### src/rtl/packetizer_arbiter_vc.sv
// packetizer_arbiter_vc
// Round-robin arbiter that merges NUM_REQ requester streams (data, destination
// router, VC) into one registered output word for the packetizer.
// Optional burst lock: define PKTZ_ARB_BURST_LOCK_EN so that a winner keeps the
// grant for up to BURST_LEN consecutive transfers while it stays valid.
module packetizer_arbiter_vc #(
    parameter int ADDRESS_WIDTH    = 4,
    parameter int VC_ADDRESS_WIDTH = 1,
    parameter int WIDTH_IN         = 12,
    parameter int NUM_REQ          = 4,
    parameter int BURST_LEN        = 4
) (
    input  logic                                 clk,
    input  logic                                 rst,
    input  logic [NUM_REQ*WIDTH_IN-1:0]          data_in,
    input  logic [NUM_REQ-1:0]                   valid_in,
    input  logic [NUM_REQ*ADDRESS_WIDTH-1:0]     dst_in,
    input  logic [NUM_REQ*VC_ADDRESS_WIDTH-1:0]  vc_in,
    output logic [NUM_REQ-1:0]                   ready_out,
    output logic [WIDTH_IN-1:0]                  data_out,
    output logic [ADDRESS_WIDTH-1:0]             dst_out,
    output logic [VC_ADDRESS_WIDTH-1:0]          vc_out,
    output logic [$clog2(NUM_REQ)-1:0]           src_out,
    output logic                                 valid_out,
    input  logic                                 ready_in
);

    localparam int SRC_W = $clog2(NUM_REQ);
    localparam int SW1   = SRC_W + 1;

    logic                        w_load_en;
    logic                        w_rr_found;
    logic                        w_any;
    logic                        w_xfer;
    logic [SRC_W-1:0]            r_ptr;
    logic [SRC_W-1:0]            w_ptr_nxt;
    logic [SRC_W-1:0]            w_start;
    logic [SRC_W-1:0]            w_rr_winner;
    logic [SRC_W-1:0]            w_winner;
    logic [SRC_W-1:0]            w_idx;
    logic [SRC_W:0]              w_sum;
    logic [NUM_REQ-1:0]          w_ready;
    logic [WIDTH_IN-1:0]         w_data;
    logic [ADDRESS_WIDTH-1:0]    w_dst;
    logic [VC_ADDRESS_WIDTH-1:0] w_vc;

    logic                        r_valid;
    logic [WIDTH_IN-1:0]         r_data;
    logic [ADDRESS_WIDTH-1:0]    r_dst;
    logic [VC_ADDRESS_WIDTH-1:0] r_vc;
    logic [SRC_W-1:0]            r_src;

    // Requester index plus one, wrapping NUM_REQ-1 back to 0.
    function automatic logic [SRC_W-1:0] wrap_inc(input logic [SRC_W-1:0] v);
        if (v == SRC_W'(NUM_REQ - 1)) begin
            wrap_inc = '0;
        end else begin
            wrap_inc = v + SRC_W'(1);
        end
    endfunction

    // The output register may take a new word when empty or being drained.
    assign w_load_en = !r_valid | ready_in;
    assign w_xfer    = w_any & w_load_en & !rst;

    // Round-robin search: first valid requester at or after w_start, wrapping.
    always_comb begin
        w_rr_found  = 1'b0;
        w_rr_winner = '0;
        w_sum       = '0;
        w_idx       = '0;
        for (int k = 0; k < NUM_REQ; k++) begin
            w_sum = {1'b0, w_start} + SW1'(k);
            if (w_sum >= SW1'(NUM_REQ)) begin
                w_sum = w_sum - SW1'(NUM_REQ);
            end else begin
                w_sum = w_sum;
            end
            w_idx = w_sum[SRC_W-1:0];
            if (!w_rr_found && valid_in[w_idx]) begin
                w_rr_found  = 1'b1;
                w_rr_winner = w_idx;
            end else begin
                w_rr_found  = w_rr_found;
            end
        end
    end

    // Steer the winner's fields to the output register and raise its ready.
    always_comb begin
        w_data  = '0;
        w_dst   = '0;
        w_vc    = '0;
        w_ready = '0;
        for (int i = 0; i < NUM_REQ; i++) begin
            if (w_winner == SRC_W'(i)) begin
                w_data     = data_in[i*WIDTH_IN +: WIDTH_IN];
                w_dst      = dst_in[i*ADDRESS_WIDTH +: ADDRESS_WIDTH];
                w_vc       = vc_in[i*VC_ADDRESS_WIDTH +: VC_ADDRESS_WIDTH];
                w_ready[i] = w_xfer;
            end else begin
                w_ready[i] = 1'b0;
            end
        end
    end

`ifdef PKTZ_ARB_BURST_LOCK_EN
    typedef enum logic [0:0] {ST_IDLE = 1'b0, ST_LOCKED = 1'b1} state_t;

    state_t           r_state;
    state_t           w_state_nxt;
    logic [SRC_W-1:0] r_owner;
    logic [SRC_W-1:0] w_owner_nxt;
    logic [7:0]       r_count;
    logic [7:0]       w_count_nxt;
    logic [8:0]       w_count_inc;
    logic             w_owner_valid;
    logic             w_hold;

    // While locked the owner keeps the grant; if it drops, others are
    // arbitrated starting just after the owner.
    assign w_owner_valid = valid_in[r_owner];
    assign w_hold        = (r_state == ST_LOCKED) && w_owner_valid;
    assign w_start       = (r_state == ST_LOCKED) ? wrap_inc(r_owner) : r_ptr;
    assign w_winner      = w_hold ? r_owner : w_rr_winner;
    assign w_any         = w_hold | w_rr_found;
    assign w_count_inc   = {1'b0, r_count} + 9'd1;

    // Lock FSM next state, burst count and round-robin pointer.
    always_comb begin
        w_state_nxt = r_state;
        w_owner_nxt = r_owner;
        w_count_nxt = r_count;
        w_ptr_nxt   = r_ptr;
        case (r_state)
            ST_IDLE: begin
                if (w_xfer) begin
                    w_ptr_nxt = wrap_inc(w_winner);
                    if (BURST_LEN > 1) begin
                        w_state_nxt = ST_LOCKED;
                        w_owner_nxt = w_winner;
                        w_count_nxt = 8'd1;
                    end else begin
                        w_state_nxt = ST_IDLE;
                    end
                end else begin
                    w_state_nxt = ST_IDLE;
                end
            end
            ST_LOCKED: begin
                if (w_owner_valid) begin
                    if (w_xfer) begin
                        if (w_count_inc >= 9'(BURST_LEN)) begin
                            w_state_nxt = ST_IDLE;
                            w_count_nxt = 8'd0;
                            w_ptr_nxt   = wrap_inc(r_owner);
                        end else begin
                            w_count_nxt = w_count_inc[7:0];
                        end
                    end else begin
                        w_state_nxt = ST_LOCKED;
                    end
                end else begin
                    w_state_nxt = ST_IDLE;
                    w_count_nxt = 8'd0;
                    w_ptr_nxt   = wrap_inc(r_owner);
                    if (w_xfer) begin
                        w_ptr_nxt = wrap_inc(w_winner);
                        if (BURST_LEN > 1) begin
                            w_state_nxt = ST_LOCKED;
                            w_owner_nxt = w_winner;
                            w_count_nxt = 8'd1;
                        end else begin
                            w_state_nxt = ST_IDLE;
                        end
                    end else begin
                        w_state_nxt = ST_IDLE;
                    end
                end
            end
            default: begin
                w_state_nxt = ST_IDLE;
                w_count_nxt = 8'd0;
            end
        endcase
    end

    // Lock FSM state, owner and burst count registers.
    always_ff @(posedge clk) begin
        if (rst) begin
            r_state <= ST_IDLE;
            r_owner <= '0;
            r_count <= 8'd0;
        end else begin
            r_state <= w_state_nxt;
            r_owner <= w_owner_nxt;
            r_count <= w_count_nxt;
        end
    end
`else
    assign w_start  = r_ptr;
    assign w_winner = w_rr_winner;
    assign w_any    = w_rr_found;

    // Pointer moves past the winner on every transfer.
    always_comb begin
        w_ptr_nxt = r_ptr;
        if (w_xfer) begin
            w_ptr_nxt = wrap_inc(w_winner);
        end else begin
            w_ptr_nxt = r_ptr;
        end
    end
`endif

    // Output register and round-robin pointer.
    always_ff @(posedge clk) begin
        if (rst) begin
            r_ptr   <= '0;
            r_valid <= 1'b0;
            r_data  <= '0;
            r_dst   <= '0;
            r_vc    <= '0;
            r_src   <= '0;
        end else begin
            r_ptr <= w_ptr_nxt;
            if (w_load_en) begin
                r_valid <= w_xfer;
                if (w_xfer) begin
                    r_data <= w_data;
                    r_dst  <= w_dst;
                    r_vc   <= w_vc;
                    r_src  <= w_winner;
                end
            end
        end
    end

    assign ready_out = w_ready;
    assign valid_out = r_valid;
    assign data_out  = r_data;
    assign dst_out   = r_dst;
    assign vc_out    = r_vc;
    assign src_out   = r_src;

endmodule
### config.mk
export PLATFORM = sky130hd
export DESIGN_NAME = packetizer_arbiter_vc
export DESIGN_NICKNAME = d
export VERILOG_FILES = /design/src/rtl/packetizer_arbiter_vc.sv
export SDC_FILE = /design/constraint.sdc
export NUM_CORES = 1
export LEC_CHECK = 0
export ABC_AREA = 1
export BUFFER_PORTS_ARGS = -buffer_cell sky130_fd_sc_hd__buf_2
export CAP_MARGIN = 30
export CORE_ASPECT_RATIO = 0.6
export CORE_MARGIN = 10
export CORE_UTILIZATION = 43
export DETAILED_ROUTE_END_ITERATION = 7
export GPL_ROUTABILITY_DRIVEN = 0
export PLACE_DENSITY = 0.8
export SLEW_MARGIN = 0
export SYNTH_ARGS = -nofsm -noshare
export SYNTH_HDL_FRONTEND = slang
export SYNTH_SLANG_ARGS = --single-unit
### constraint.sdc
create_clock -name clk -period 3.6 [get_ports clk]
set_clock_uncertainty 0.1 [all_clocks]
set_input_delay 0.72 -clock clk [delete_from_list [all_inputs] [get_ports clk]]
set_output_delay 0.72 -clock clk [all_outputs]
set_load 0.005 [all_outputs]
==> run_results.csv <==
group,metric,value,unit
run_status,status,"complete, no violations",
synthesis,synth_seq_cells,22,
synthesis,synth_compound_area_share,21.0,%
sta,rsz0062_at_grt,"false",
grt,grt_pass1_wl,8400,um
power,total_power,2.20,mW
sta,period_needed,3280,ps
grt,grt_overflow,0,
die,rows,17,
clock_network,cts_buffer_depth,2,
die,die_area,6660,um2
route,wl_per_cell,13.6,um
finish,area_growth,36.5,%
clock_network,cts_tree,"done",
synthesis,synth_edf_count,0,
finish,final_area,2190,um2
worst_setup_path,reg2reg_to,"dst_out[1]",
clock_network,numCtsBuffers,3,
clock_network,path_clk_slew,80,ps
power,leakage,1.29,nW
die,die_w,98.9,um
sta,worst_slew_pin_slew,597,ps
synthesis,yosys_warnings,0,
placed_design,hpwl,4450,um
route,post-route-drc-count,0,
sta,slew_viol_final,0,
route,vias,2050,
synthesis,synthAdderAreaFrac,3.12,%
worst_setup_path,start_kind,"input pin",
route,drt-pass1-iter-count,4,
clock_network,clk_latency,260,ps
placed_design,post-place-cells,401,
route,first_iter_violations,194,
grt,grt_pass1_vias,1843,
finish,layoutNonFillerInstCount,409,
worst_setup_path,arrival,2460,ps
synthesis,synth-xor-area-share,0,%
sta,fin_crit_sh,91.0,%
hold_path,hold-path-cell-count,2,
placed_design,portBuffers,98,
grt,grt_antenna_before_repair,0,
synthesis,syn_nets,346,
synthesis,synthArstFlopShare,0,%
die,die_h,67.3,um
sta,fin_tns_setup,0,ps
grt,grt_max_degree,35,
route,vias_per_cell,5.01,
worst_setup_path,crit_path_end_kind,"primary output",
sta,hold_violations,0,
synthesis,syn_area,1610,um2
finish,nets,442,
die,core-area,3640,um2
worst_setup_path,rrSetupSlack,880,ps
synthesis,synth-simple-area-share,38.3,%
synthesis,synth_top_family_by_area,"simple AND/OR/NAND/NOR gates",
synthesis,ys_top_cells_by_area,"dfxtp_1 (27%), nand2_1 (24%), nand3_1 (8.1%)",
hold_path,worstHoldStart,"data_out[5]",
clock_network,root_buffer,"clkbuf_8",
hold_path,min_to,"data_out[5]",
worst_setup_path,worstReg2RegStart,"r_ptr[0]",
synthesis,avgSynthCellArea,6.02,um2
route,totalWireLength,5550,um
sta,setup_viol,0,
worst_setup_path,cp_max_fo,12,
grt,grt_usage,15.2,%
power,p_per_area,1000,nW/um2
die,io_pins,99,
hold_path,hold_class,"register to register",
synthesis,synthMuxAreaShare,0,%
synthesis,synth_cell_types,23,
clock_network,clock-sinks,22,
synthesis,yosys.area.top_type,"dfxtp_1",
finish,diodes,0,
synthesis,ys.flop_type,"dfxtp_1",
clock_network,htreeDepth,1,
worst_setup_path,reg2regPathDepth,17,
finish,drive_above_1_share,33.1,%
worst_setup_path,crit_type,"input pin to primary output",
power,peakVddDrop,0.507,mV
worst_setup_path,critPathRequiredTime,2780,ps
placed_design,post_dp_cell_area,2100,um2
synthesis,seq_area_frac_synth,27.4,%
sta,fmax,305,MHz
flow_run,drv_cap,0,
route,ant_nets,0,
die,start_util,44.2,%
synthesis,netlist_instances,267,
sta,max_slew_margin,60.1,%
synthesis,yosysTopAreaCellShare,27.4,%
==> layer usage <==
metal | GRT usage [%] | share of wire (%) | routed length (um) | vias up
met5 | 0 | 0 | 0 | -
met4 | 2.85 | 0.34 | 19 | 0
met3 | 8.45 | 12 | 686 | 2
met2 | 24.4 | 43 | 2380 | 83
met1 | 17.7 | 44 | 2460 | 899
li1 | - | - | - | 1066
==> worst max path at each step <==
stage / depth (start not counted) / start / end
2_1_floorplan: 14 / valid_in[3] / ready_out[2]
3_3_place_gp: 17 / valid_in[1] / data_out[5]
3_5_place_dp: 13 / valid_in[2] / ready_out[2]
4_1_cts: 13 / valid_in[2] / ready_out[2]
5_1_grt: 14 / r_ptr[0] / ready_out[2]
6_report: 14 / valid_in[2] / ready_out[2]
==> state kept, by name, summed over array words and instances, names as in the netlist <==
register   flops
dst_out        4
src_out        2
valid_out      1
r_ptr          2
data_out      12
vc_out         1
==> Yosys cell counts (3+ instances only) <==
library cell	n
buf_4	3
nand3_1	26
o21ai_0	19
a21oi_1	19
clkbuf_1	9
nand2_1	104
nor2_1	10
nand2_2	3
inv_1	17
ha_1	4
dfxtp_1	22
o211ai_1	17
==> worst max-delay path, cell delays in order <==
cell,delay (ps)
buf_2,110
inv_1,60
nand2_1,70
nand3_1,120
nand2_2,100
nor2_4,150
nand3_1,120
nand3_1,110
nand2_1,110
inv_1,90
ha_1,210
clkinvlp_4,220
nor2_1,140
buf_2,120
==> cell families (layout without fill, tap and decap cells) <==
| kind of cell | after synthesis | after routing |
|---|---|---|
| AOI/OAI and AO/OA | 58 | 58 |
| adders and majority gates | 4 | 4 |
| buffers and inverters | 36 | 131 |
| DFF | 22 | 22 |
| and+or+nand+nor | 147 | 147 |
==> per-stage QoR <==
step | hold slack [ps] | util (%) | setup WS, ps
final | 373 | 60.3 | 325
after global routing | 387 | 60.3 | 13.4
after CTS | 375 | 59.4 | 294
after detailed placement | 362 | 57.9 | 298
after global placement | 355 | 57.7 | 301
after floorplan | 363 | - | 466
==> layout make-up <==
cell class	count	area [um2]
Fill cell	372	1440
Multi-Input combinational cell	209	1000
Timing Repair Buffer	107	558
Sequential cell	22	440
Inverter	20	78.8
Tap cell	47	58.8
Clock buffer	4	55.1
==> power breakdown <==
| group | internal, mW | switching [mW] | leakage, nW |
|---|---|---|---|
| sequential | 0.340 | 0.0517 | 0.183 |
| combinational | 0.637 | 0.991 | 1.08 |
| clock | 0.0974 | 0.0784 | 0.0288 |
==> placed cells by master (no fill, tap or decap) <==
cell        count
nand2_1       104
buf_2          98
nand3_1        26
dfxtp_1        22
a21oi_1        19
o21ai_0        19
o211ai_1       17
inv_1          16
nor2_1         10
buf_4           9
ha_1            4
clkbuf_8        4
nand2_2         3
inv_2           2
nor2_4          1
o21ai_1         1
a31oi_1         1
nand4_1         1
clkinv_1        1
nand3_2         1
nand2_4         1
clkinvlp_4      1
o21a_1          1
==> repair_timing <==
action,CTS,global route
hold buffers,0,0
endpoints found under the setup margin,0,1
gates resized for setup,0,1
buffers inserted,0,4
No activity file was read; power rests on OpenSTA's default activity.
